[config.mk]
export PLATFORM = sky130hd
export DESIGN_NAME = mem_loader
export DESIGN_NICKNAME = d
export VERILOG_FILES = /design/src/rtl/mem_loader.sv
export SDC_FILE = /design/constraint.sdc
export NUM_CORES = 1
export LEC_CHECK = 0
export ABC_AREA = 0
export BUFFER_PORTS_ARGS = -buffer_cell sky130_fd_sc_hd__buf_2
export CAP_MARGIN = 20
export CORE_ASPECT_RATIO = 1.4
export CORE_UTILIZATION = 59
export DETAILED_ROUTE_END_ITERATION = 8
export GPL_TIMING_DRIVEN = 0
export PLACE_DENSITY = 0.81
export SLEW_MARGIN = 10
export SYNTH_ARGS = -nofsm -noshare
export SYNTH_HDL_FRONTEND = slang
export SYNTH_SLANG_ARGS = --single-unit
[constraint.sdc]
create_clock -name i_CLK -period 3.2 [get_ports i_CLK]
set_clock_uncertainty 0.15 [all_clocks]
set_input_delay 0.16 -clock i_CLK [delete_from_list [all_inputs] [get_ports i_CLK]]
set_output_delay 0.16 -clock i_CLK [all_outputs]
set_load 0.1 [all_outputs]
[src/rtl/mem_loader.sv]
// Serial-link bus initiator: parses write/read commands from the Rx byte stream,
// drives the memory port and streams read data back over Tx while holding the CPU.
module mem_loader #(
    parameter int unsigned TIMEOUT_CYCLES = 1000000,
    parameter int unsigned READ_LATENCY   = 1
) (
    input  logic        i_CLK,
    input  logic        i_RESET_n,
    input  logic [7:0]  i_Rx_Byte,
    input  logic        i_Rx_Valid,
    output logic [7:0]  o_Tx_Byte,
    output logic        o_Tx_Valid,
    input  logic        i_Tx_Ready,
    output logic [15:0] o_Mem_Address,
    output logic [15:0] o_Mem_Data,
    output logic        o_Mem_Write_EN,
    input  logic [15:0] i_Mem_Data,
    output logic        o_Busy,
    output logic        o_Error
);

    localparam int unsigned AW = 16;
    localparam int unsigned DW = 16;
    localparam int unsigned BW = 8;
    localparam int unsigned TW = 32;
    localparam int unsigned LW = 2;

    localparam logic [BW-1:0] CMD_WRITE = 8'h57;
    localparam logic [BW-1:0] CMD_READ  = 8'h52;

    typedef enum logic [3:0] {
        S_IDLE, S_ADDR_H, S_ADDR_L, S_CNT_H, S_CNT_L,
        S_DATA_H, S_DATA_L, S_WR, S_RD_WAIT, S_TX_H, S_TX_L
    } state_t;

    state_t          state, state_nxt;
    logic            mode_wr, mode_wr_nxt;
    logic [AW-1:0]   addr, addr_nxt;
    logic [AW-1:0]   cnt, cnt_nxt;
    logic [BW-1:0]   hi_byte, hi_byte_nxt;
    logic [BW-1:0]   rd_lo, rd_lo_nxt;
    logic [BW-1:0]   tx_byte, tx_byte_nxt;
    logic            tx_valid, tx_valid_nxt;
    logic [DW-1:0]   mem_data, mem_data_nxt;
    logic            mem_we, mem_we_nxt;
    logic            busy, busy_nxt;
    logic            error, error_nxt;
    logic [LW-1:0]   lat_cnt, lat_cnt_nxt;
    logic [TW-1:0]   idle_cnt, idle_cnt_nxt;
    logic            timed;

    // State and datapath registers
    always_ff @(posedge i_CLK or negedge i_RESET_n) begin
        if (!i_RESET_n) begin
            state    <= S_IDLE;
            mode_wr  <= 1'b0;
            addr     <= '0;
            cnt      <= '0;
            hi_byte  <= '0;
            rd_lo    <= '0;
            tx_byte  <= '0;
            tx_valid <= 1'b0;
            mem_data <= '0;
            mem_we   <= 1'b0;
            busy     <= 1'b0;
            error    <= 1'b0;
            lat_cnt  <= '0;
            idle_cnt <= '0;
        end else begin
            state    <= state_nxt;
            mode_wr  <= mode_wr_nxt;
            addr     <= addr_nxt;
            cnt      <= cnt_nxt;
            hi_byte  <= hi_byte_nxt;
            rd_lo    <= rd_lo_nxt;
            tx_byte  <= tx_byte_nxt;
            tx_valid <= tx_valid_nxt;
            mem_data <= mem_data_nxt;
            mem_we   <= mem_we_nxt;
            busy     <= busy_nxt;
            error    <= error_nxt;
            lat_cnt  <= lat_cnt_nxt;
            idle_cnt <= idle_cnt_nxt;
        end
    end

    // Next-state and next-output logic
    always_comb begin
        state_nxt    = state;
        mode_wr_nxt  = mode_wr;
        addr_nxt     = addr;
        cnt_nxt      = cnt;
        hi_byte_nxt  = hi_byte;
        rd_lo_nxt    = rd_lo;
        tx_byte_nxt  = tx_byte;
        tx_valid_nxt = tx_valid;
        mem_data_nxt = mem_data;
        mem_we_nxt   = 1'b0;
        busy_nxt     = busy;
        error_nxt    = error;
        lat_cnt_nxt  = lat_cnt;
        idle_cnt_nxt = '0;
        timed        = (state == S_ADDR_H) || (state == S_ADDR_L) || (state == S_CNT_H) ||
                       (state == S_CNT_L)  || (state == S_DATA_H) || (state == S_DATA_L);

        case (state)
            S_IDLE: begin
                if (i_Rx_Valid) begin
                    if (i_Rx_Byte == CMD_WRITE || i_Rx_Byte == CMD_READ) begin
                        mode_wr_nxt = (i_Rx_Byte == CMD_WRITE);
                        error_nxt   = 1'b0;
                        busy_nxt    = 1'b1;
                        state_nxt   = S_ADDR_H;
                    end else begin
                        error_nxt = 1'b1;
                    end
                end
            end
            S_ADDR_H: if (i_Rx_Valid) begin
                addr_nxt[15:8] = i_Rx_Byte;
                state_nxt      = S_ADDR_L;
            end
            S_ADDR_L: if (i_Rx_Valid) begin
                addr_nxt[7:0] = i_Rx_Byte;
                state_nxt     = S_CNT_H;
            end
            S_CNT_H: if (i_Rx_Valid) begin
                cnt_nxt[15:8] = i_Rx_Byte;
                state_nxt     = S_CNT_L;
            end
            S_CNT_L: if (i_Rx_Valid) begin
                cnt_nxt = {cnt[15:8], i_Rx_Byte};
                if ({cnt[15:8], i_Rx_Byte} == '0) begin
                    busy_nxt  = 1'b0;
                    state_nxt = S_IDLE;
                end else if (mode_wr) begin
                    state_nxt = S_DATA_H;
                end else begin
                    lat_cnt_nxt = '0;
                    state_nxt   = S_RD_WAIT;
                end
            end
            S_DATA_H: if (i_Rx_Valid) begin
                hi_byte_nxt = i_Rx_Byte;
                state_nxt   = S_DATA_L;
            end
            S_DATA_L: if (i_Rx_Valid) begin
                mem_we_nxt   = 1'b1;
                mem_data_nxt = {hi_byte, i_Rx_Byte};
                state_nxt    = S_WR;
            end
            S_WR: begin
                addr_nxt = addr + AW'(1);
                cnt_nxt  = cnt - AW'(1);
                if (cnt == AW'(1)) begin
                    busy_nxt  = 1'b0;
                    state_nxt = S_IDLE;
                end else begin
                    state_nxt = S_DATA_H;
                end
            end
            S_RD_WAIT: begin
                if (lat_cnt == LW'(READ_LATENCY - 1)) begin
                    rd_lo_nxt    = i_Mem_Data[7:0];
                    tx_byte_nxt  = i_Mem_Data[15:8];
                    tx_valid_nxt = 1'b1;
                    state_nxt    = S_TX_H;
                end else begin
                    lat_cnt_nxt = lat_cnt + LW'(1);
                end
            end
            S_TX_H: if (i_Tx_Ready) begin
                tx_byte_nxt = rd_lo;
                state_nxt   = S_TX_L;
            end
            S_TX_L: if (i_Tx_Ready) begin
                tx_valid_nxt = 1'b0;
                addr_nxt     = addr + AW'(1);
                cnt_nxt      = cnt - AW'(1);
                if (cnt == AW'(1)) begin
                    busy_nxt  = 1'b0;
                    state_nxt = S_IDLE;
                end else begin
                    lat_cnt_nxt = '0;
                    state_nxt   = S_RD_WAIT;
                end
            end
            default: state_nxt = S_IDLE;
        endcase

        // Bytes arriving while the block cannot take them are dropped and flagged
        if (i_Rx_Valid && (state == S_WR || state == S_RD_WAIT ||
                           state == S_TX_H || state == S_TX_L)) begin
            error_nxt = 1'b1;
        end

        if (timed && !i_Rx_Valid && TIMEOUT_CYCLES != 0 &&
            idle_cnt == TW'(TIMEOUT_CYCLES - 1)) begin
            error_nxt = 1'b1;
            busy_nxt  = 1'b0;
            state_nxt = S_IDLE;
        end

        if (timed && !i_Rx_Valid && state_nxt == state) begin
            idle_cnt_nxt = idle_cnt + TW'(1);
        end
    end

    assign o_Tx_Byte      = tx_byte;
    assign o_Tx_Valid     = tx_valid;
    assign o_Mem_Address  = addr;
    assign o_Mem_Data     = mem_data;
    assign o_Mem_Write_EN = mem_we;
    assign o_Busy         = busy;
    assign o_Error        = error;

endmodule

==> metrics.md, run 1 <==
| Metric | Value |
|---|---|
| Number of vias in the routed layout | 5530 |
| TritonCTS sink count | 115 |
| Post_cts resized | 0 |
| Slew @ Worst Pin | 0.803 ns |
| Post-Layout Cell Count | 900 |
| Critical path startpoint | state[0] |
| Final setup fails | 0 |
| MaxCap Viol Count | 0 |
| Post-Syn Nets | 669 |
| CTS root buffer | clkbuf_16 |
| CP Max Fanout | 10 |
| Vias/cell | 6.14 |
| FP Rows | 43 |
| Cell Area, Synth | 6020 sq um |
| RSZ-0062 raised after global routing | false |
| CP arrival | 3.02 ns |
| # port buffers | 71 |
| Worst hold path class | in -> async |
| Crit share post-route | 88.9% |
| Total grt overflow | 0 |
| Post-CTS Setup Bufs | 0 |
| H-tree Lvls | 4 |
| Pwr dens | 1040 nW/um^2 |
| Leading register cell type out of synthesis | dfrtp_1 |
| Async SR Flop Fraction | 100% |
| Area leader, netlist | dfrtp_1 |
| Worst endpoint required time | 3.37 ns |
| Hold Vio Cnt, Final | 0 |
| Setup crit end kind | register |
| Die X | 87.3 microns |
| Syn-to-layout area delta | 23.7% |
| Layout cells sized above 1 | 20.9% |
| Outcome | completed |
| Worst-path clk slew | 0.06 ns |
| Fin Hold WS | 0.0472 ns |
| Largest net degree at the start of global routing | 87 |
| Clk Latency, worst-skew pair | 0.41 ns |
| Fmax | 0.352 GHz |
| Synthesized area per cell | 9.46 sq um |
| Total I/O pin count | 72 |
| TritonCTS Buffers | 17 |
| DRT iter0 DRCs | 455 |
| Worst-case clock buffer depth | 2 |
| Slew Viols, Final | 0 |
| DRC viols | 0 |
| P_leak | 3.21 nW |
| Worst setup SP type | register |
| Most common cell after layout, fill and taps aside | dfrtp_1 |
| Post-DRT Antenna Nets | 0 |
| FF+latch count, synth | 115 |
| Synth cell types | 56 |
| GRT Util Overall | 32.5% |
| Post-route setup TNS | 0 ns |
| Final net count | 785 |
| Layout Utilization | 75.2% |
| ANT cells | 0 |
| Drt pass-1 iters | 5 |
| Initial Util | 60.8% |
| DP HPWL | 10900 microns |
| Rel. slew slack | 46.3% |
| Vias in the first global route | 5595 |
| Wirelength per Cell | 18.3 microns |
| Reg2reg start | state[0] |
| Max VDD drop | 1.02 mV |
| Critical path class | reg -> reg |
| First-pass GRT wire length | 26300 microns |
| Placed cells | 843 |
| CTS tree | built |
| # hold bufs at CTS | 24 |
| Sequential area share after synthesis | 47.8% |
| Cells after synthesis | 636 |
| Leading cell types in the layout, fill and taps excluded | dfrtp_1, buf_2, nor2_1, nand2_1, o21ai_0 |
| Core Box Area | 9900 sq um |
| Post-Route WL | 16500 microns |
| Placer Congestion | 0.933 |
| Post-synth top area share | 47.8% |
| Antenna violations before repair | 0 |
| Minimum clock period | 2.84 ns |
| Number of synthesized flops with an enable pin | 0 |
| Die Area | 10600 sq um |
| Synth Warn # | 0 |
| Die height | 121 microns |
| Largest cells by area after synthesis | dfrtp_1, mux2_2, o21ai_0 |
## layout make-up
type | count | area (sq um)
repair buffers | 97 | 639
multi-input cells | 477 | 2950
flip-flops and latches | 115 | 2880
well taps | 135 | 169
plain buffers | 29 | 129
fillers | 709 | 2460
clock buffers | 17 | 425
clock inverters | 15 | 193
inverters | 15 | 56.3
## state kept, by name, summed over array words and instances, names as in the netlist
name	cells
o_Mem_Data	16
o_Tx_Valid	1
cnt	16
state	4
hi_byte	8
o_Tx_Byte	8
mode_wr	1
rd_lo	8
idle_cnt	32
o_Mem_Address	16
o_Mem_Write_EN	1
lat_cnt	2
o_Error	1
o_Busy	1
## routing by layer
metal	vias up	wire length [microns]	global-route usage, %
met4	0	671	19.0
met5	-	0	0
li1	2531	-	-
met3	53	669	5.78
met1	2733	6450	35.7
met2	213	8680	57.6
## cells in the mapped netlist, types with 6 or more instances
cell type and instances:
xor2_1 23, o22a_1 6, nor2_2 11, a22o_1 6
and4_1 6, inv_1 15, a21oi_1 44, nor3_1 10
a31oi_1 8, mux2i_1 8, nor2_1 65, nand4_1 13
nor4_1 7, mux2_2 32, and3_1 9, dfrtp_1 115
o21ai_0 55, nand2_1 61, nand3_1 27, xnor2_1 6
clkbuf_1 22
## through the flow
| step | setup slack, ns | total power [mW] | cell area (sq um) |
|---|---|---|---|
| 2_1_floorplan | 0.741 | 4.94 | 6020 |
| 3_3_place_gp | 0.512 | 5.57 | 6540 |
| 3_5_place_dp | 0.439 | 5.66 | 6570 |
| 4_1_cts | 0.421 | 7.68 | 7430 |
| 5_1_grt | 0.141 | 8.03 | 7440 |
| 6_report | 0.355 | 7.72 | 7440 |
## logic make-up after synthesis
| family | count (synthesis) | share of synthesized area, % |
|---|---|---|
| AND/OR/NAND/NOR | 244 | 20.3 |
| AO/OA/AOI/OAI | 159 | 16.2 |
| flip-flops | 115 | 47.8 |
| buffers and inverters | 44 | 3.08 |
| multiplexers | 40 | 7.32 |
| XOR/XNOR | 29 | 4.22 |
| adder cells (fa/ha/maj) | 5 | 1.04 |
## critical path, stage by stage, from the launching register on
cell and delay (ns):
dfrtp_1 0.39, buf_2 0.22, buf_2 0.24, nor2_1 0.14, nand3_1 0.43, a21boi_1 0.52, clkbuf_1 0.40, nand2_1 0.14
o21ai_0 0.11
## final timing paths
path | end | slack [ns] | cells past startpoint
min in group i_CLK | o_Mem_Data[6] | 0.05 | 2
max in group asynchronous | mode_wr | 2.13 | 3
setup / recovery | o_Tx_Byte[4] | 0.36 | 8
setup reg to reg | o_Tx_Byte[4] | 0.36 | 8
hold reg to reg | o_Tx_Byte[1] | 0.35 | 2
hold / removal | idle_cnt[29] | 0.05 | 2
## power breakdown
| group | internal, mW | switching [mW] | total (mW) |
|---|---|---|---|
| combinational | 0.830 | 2.67 | 3.50 |
| sequential | 1.87 | 0.370 | 2.24 |
| clock | 1.24 | 0.735 | 1.98 |
| total | 3.94 | 3.78 | 7.72 |
No activity file was read; power rests on OpenSTA's default activity.
==> run 2: changes to the inputs <==
- CORE_UTILIZATION: 59 -> 60
- PLACE_DENSITY: 0.81 -> 0.82
- clock period: 3.2 -> 3.5 ns (I/O delays scaled with it)
==> metrics.md, run 2 (synthesis results as in run 1) <==
| Metric | Value |
|---|---|
| Most common cell after layout, fill and taps aside | dfrtp_1 |
| CP arrival | 3.07 ns |
| Worst R2R Path Depth | 7 |
| Slew Viols, Final | 0 |
| TritonCTS Buffers | 17 |
| Pwr dens | 954 nW/um^2 |
| Minimum clock period | 2.92 ns |
| Core Box Area | 9620 sq um |
| DP HPWL | 11000 microns |
| Initial Util | 62.6% |
| P_leak | 3.21 nW |
| Hold Vio Cnt, Final | 0 |
| Antenna violations before repair | 0 |
| Hold Path Depth | 2 |
| Placed cells | 840 |
| Final setup fails | 0 |
| Max VDD drop | 0.996 mV |
| Die height | 120 microns |
| TritonCTS sink count | 115 |
| Total grt overflow | 0 |
| Slew @ Worst Pin | 0.763 ns |
| Total power | 7.08 mW |
| Total I/O pin count | 72 |
| ANT cells | 0 |
| Cells along the critical path | clkbuf_1 -> nor2_1 -> nand3_1 -> a21boi_1 -> clkbuf_1 -> nand2_1 -> o21ai_0 |
| Pre-CTS setup slack | 0.786 ns |
| Critical path class | reg -> reg |
| Post-DRT Antenna Nets | 0 |
| Crit path largest cell delay | 0.51 ns |
| Crit share post-route | 83.4% |
| H-tree Lvls | 4 |
| Max reg flops | 32 |
| First-pass GRT wire length | 26800 microns |
| DRT iter0 DRCs | 403 |
| GR Layer Usage met2 | 60.0% |
| R2R setup slack | 0.58 ns |
| Most common cell on crit path | clkbuf_1 |
| Drt pass-1 iters | 5 |
| Met1 usage | 36.5% |
| Vias in the first global route | 5620 |
| Worst hold path class | in -> reg |
| Die X | 86.6 microns |
| Worst-case clock buffer depth | 2 |
| Number of vias in the routed layout | 5463 |
| Syn-to-layout area delta | 23.4% |
| # port buffers | 71 |
| Post-Route WL | 16600 microns |
| Die Area | 10400 sq um |
| CTS root buffer | clkbuf_16 |
| Vias/cell | 6.10 |
| CTS tree | built |
| Leading cell types in the layout, fill and taps excluded | dfrtp_1, buf_2, nor2_1, nand2_1, o21ai_0 |
| Fmax | 0.342 GHz |
| Busiest grt layer | met2 |
| Worst-path clk slew | 0.06 ns |
| Largest net degree at the start of global routing | 68 |
| GRT Util Overall | 33.8% |
| CP max stage cell | a21boi_1 |
| Worst setup SP type | register |
| RSZ-0062 raised after global routing | false |
| Biggest register | idle_cnt |
| Fin Hold WS | 0.0395 ns |
| Placer Congestion | 0.913 |
| Post-Layout Cell Count | 895 |
| Setup crit end kind | register |
| CP Max Fanout | 10 |
| Post-CTS Setup Bufs | 0 |
| Layout cells sized above 1 | 21.0% |
| Final WS setup | 0.580 ns |
| FP Rows | 42 |
| Outcome | completed |
| MaxCap Viol Count | 0 |
| Wirelength per Cell | 18.6 microns |
| Worst endpoint required time | 3.65 ns |
| Clk Latency, worst-skew pair | 0.42 ns |
| Met3 Track Usage GR | 5.94% |
| Final net count | 783 |
| DRC viols | 0 |
| Post-route setup TNS | 0 ns |
| Rel. slew slack | 48.4% |
==> run 2: area by class of cell <==
cell class              count  area, sq um
multi-input cells         477         2950
flip-flops and latches    115         2880
fillers                   663         2200
repair buffers             95          619
clock buffers              17          425
clock inverters            15          195
well taps                 132          165
plain buffers              29          129
inverters                  15         56.3
==> run 2: report_power, final <==
part	switching, mW	internal (mW)	leakage (nW)
logic	2.44	0.761	1.47
registers	0.342	1.71	1.44
clock network	0.692	1.14	0.298
==> run 2: worst paths after layout <==
path	end	startpoint
worst max-delay path	o_Tx_Byte[5]	state[1]
worst min-delay path	o_Mem_Data[4]	i_Rx_Byte[4]
worst max register to register	o_Tx_Byte[5]	state[1]
worst min register to register	o_Tx_Byte[7]	o_Tx_Byte[7]
max in group asynchronous	state[3]	i_RESET_n
min in group asynchronous	idle_cnt[27]	i_RESET_n
==> run 2: timing repair <==
action | CTS | global route
setup endpoints to repair | 0 | 0
gates resized for setup | 0 | 0
hold buffers | 23 | 0
hold endpoints to repair | 142 | 0
==> run 2: metal layers <==
metal / share of wire, % / up-vias / wire, microns
li1: - / 2516 / -
met1: 38 / 2661 / 6320
met2: 53 / 213 / 8750
met3: 4.6 / 73 / 770
met4: 4.8 / 0 / 806
met5: 0 / - / 0
==> run 2: critical path: cells and delay by family, from the launching register on <==
kind	cells	cell delay (ns)
buffers and inverters	2	0.80
and+or+nand+nor	3	0.75
AOI/OAI and AO/OA	2	0.67
DFF	1	0.42
==> run 2: per-stage QoR <==
stage / area, sq um / utilization [%]
6_report: 7420 / 77.2
2_1_floorplan: 6020 / -
3_5_place_dp: 6570 / 68.3
5_1_grt: 7420 / 77.2
3_3_place_gp: 6540 / 68.0
4_1_cts: 7420 / 77.2
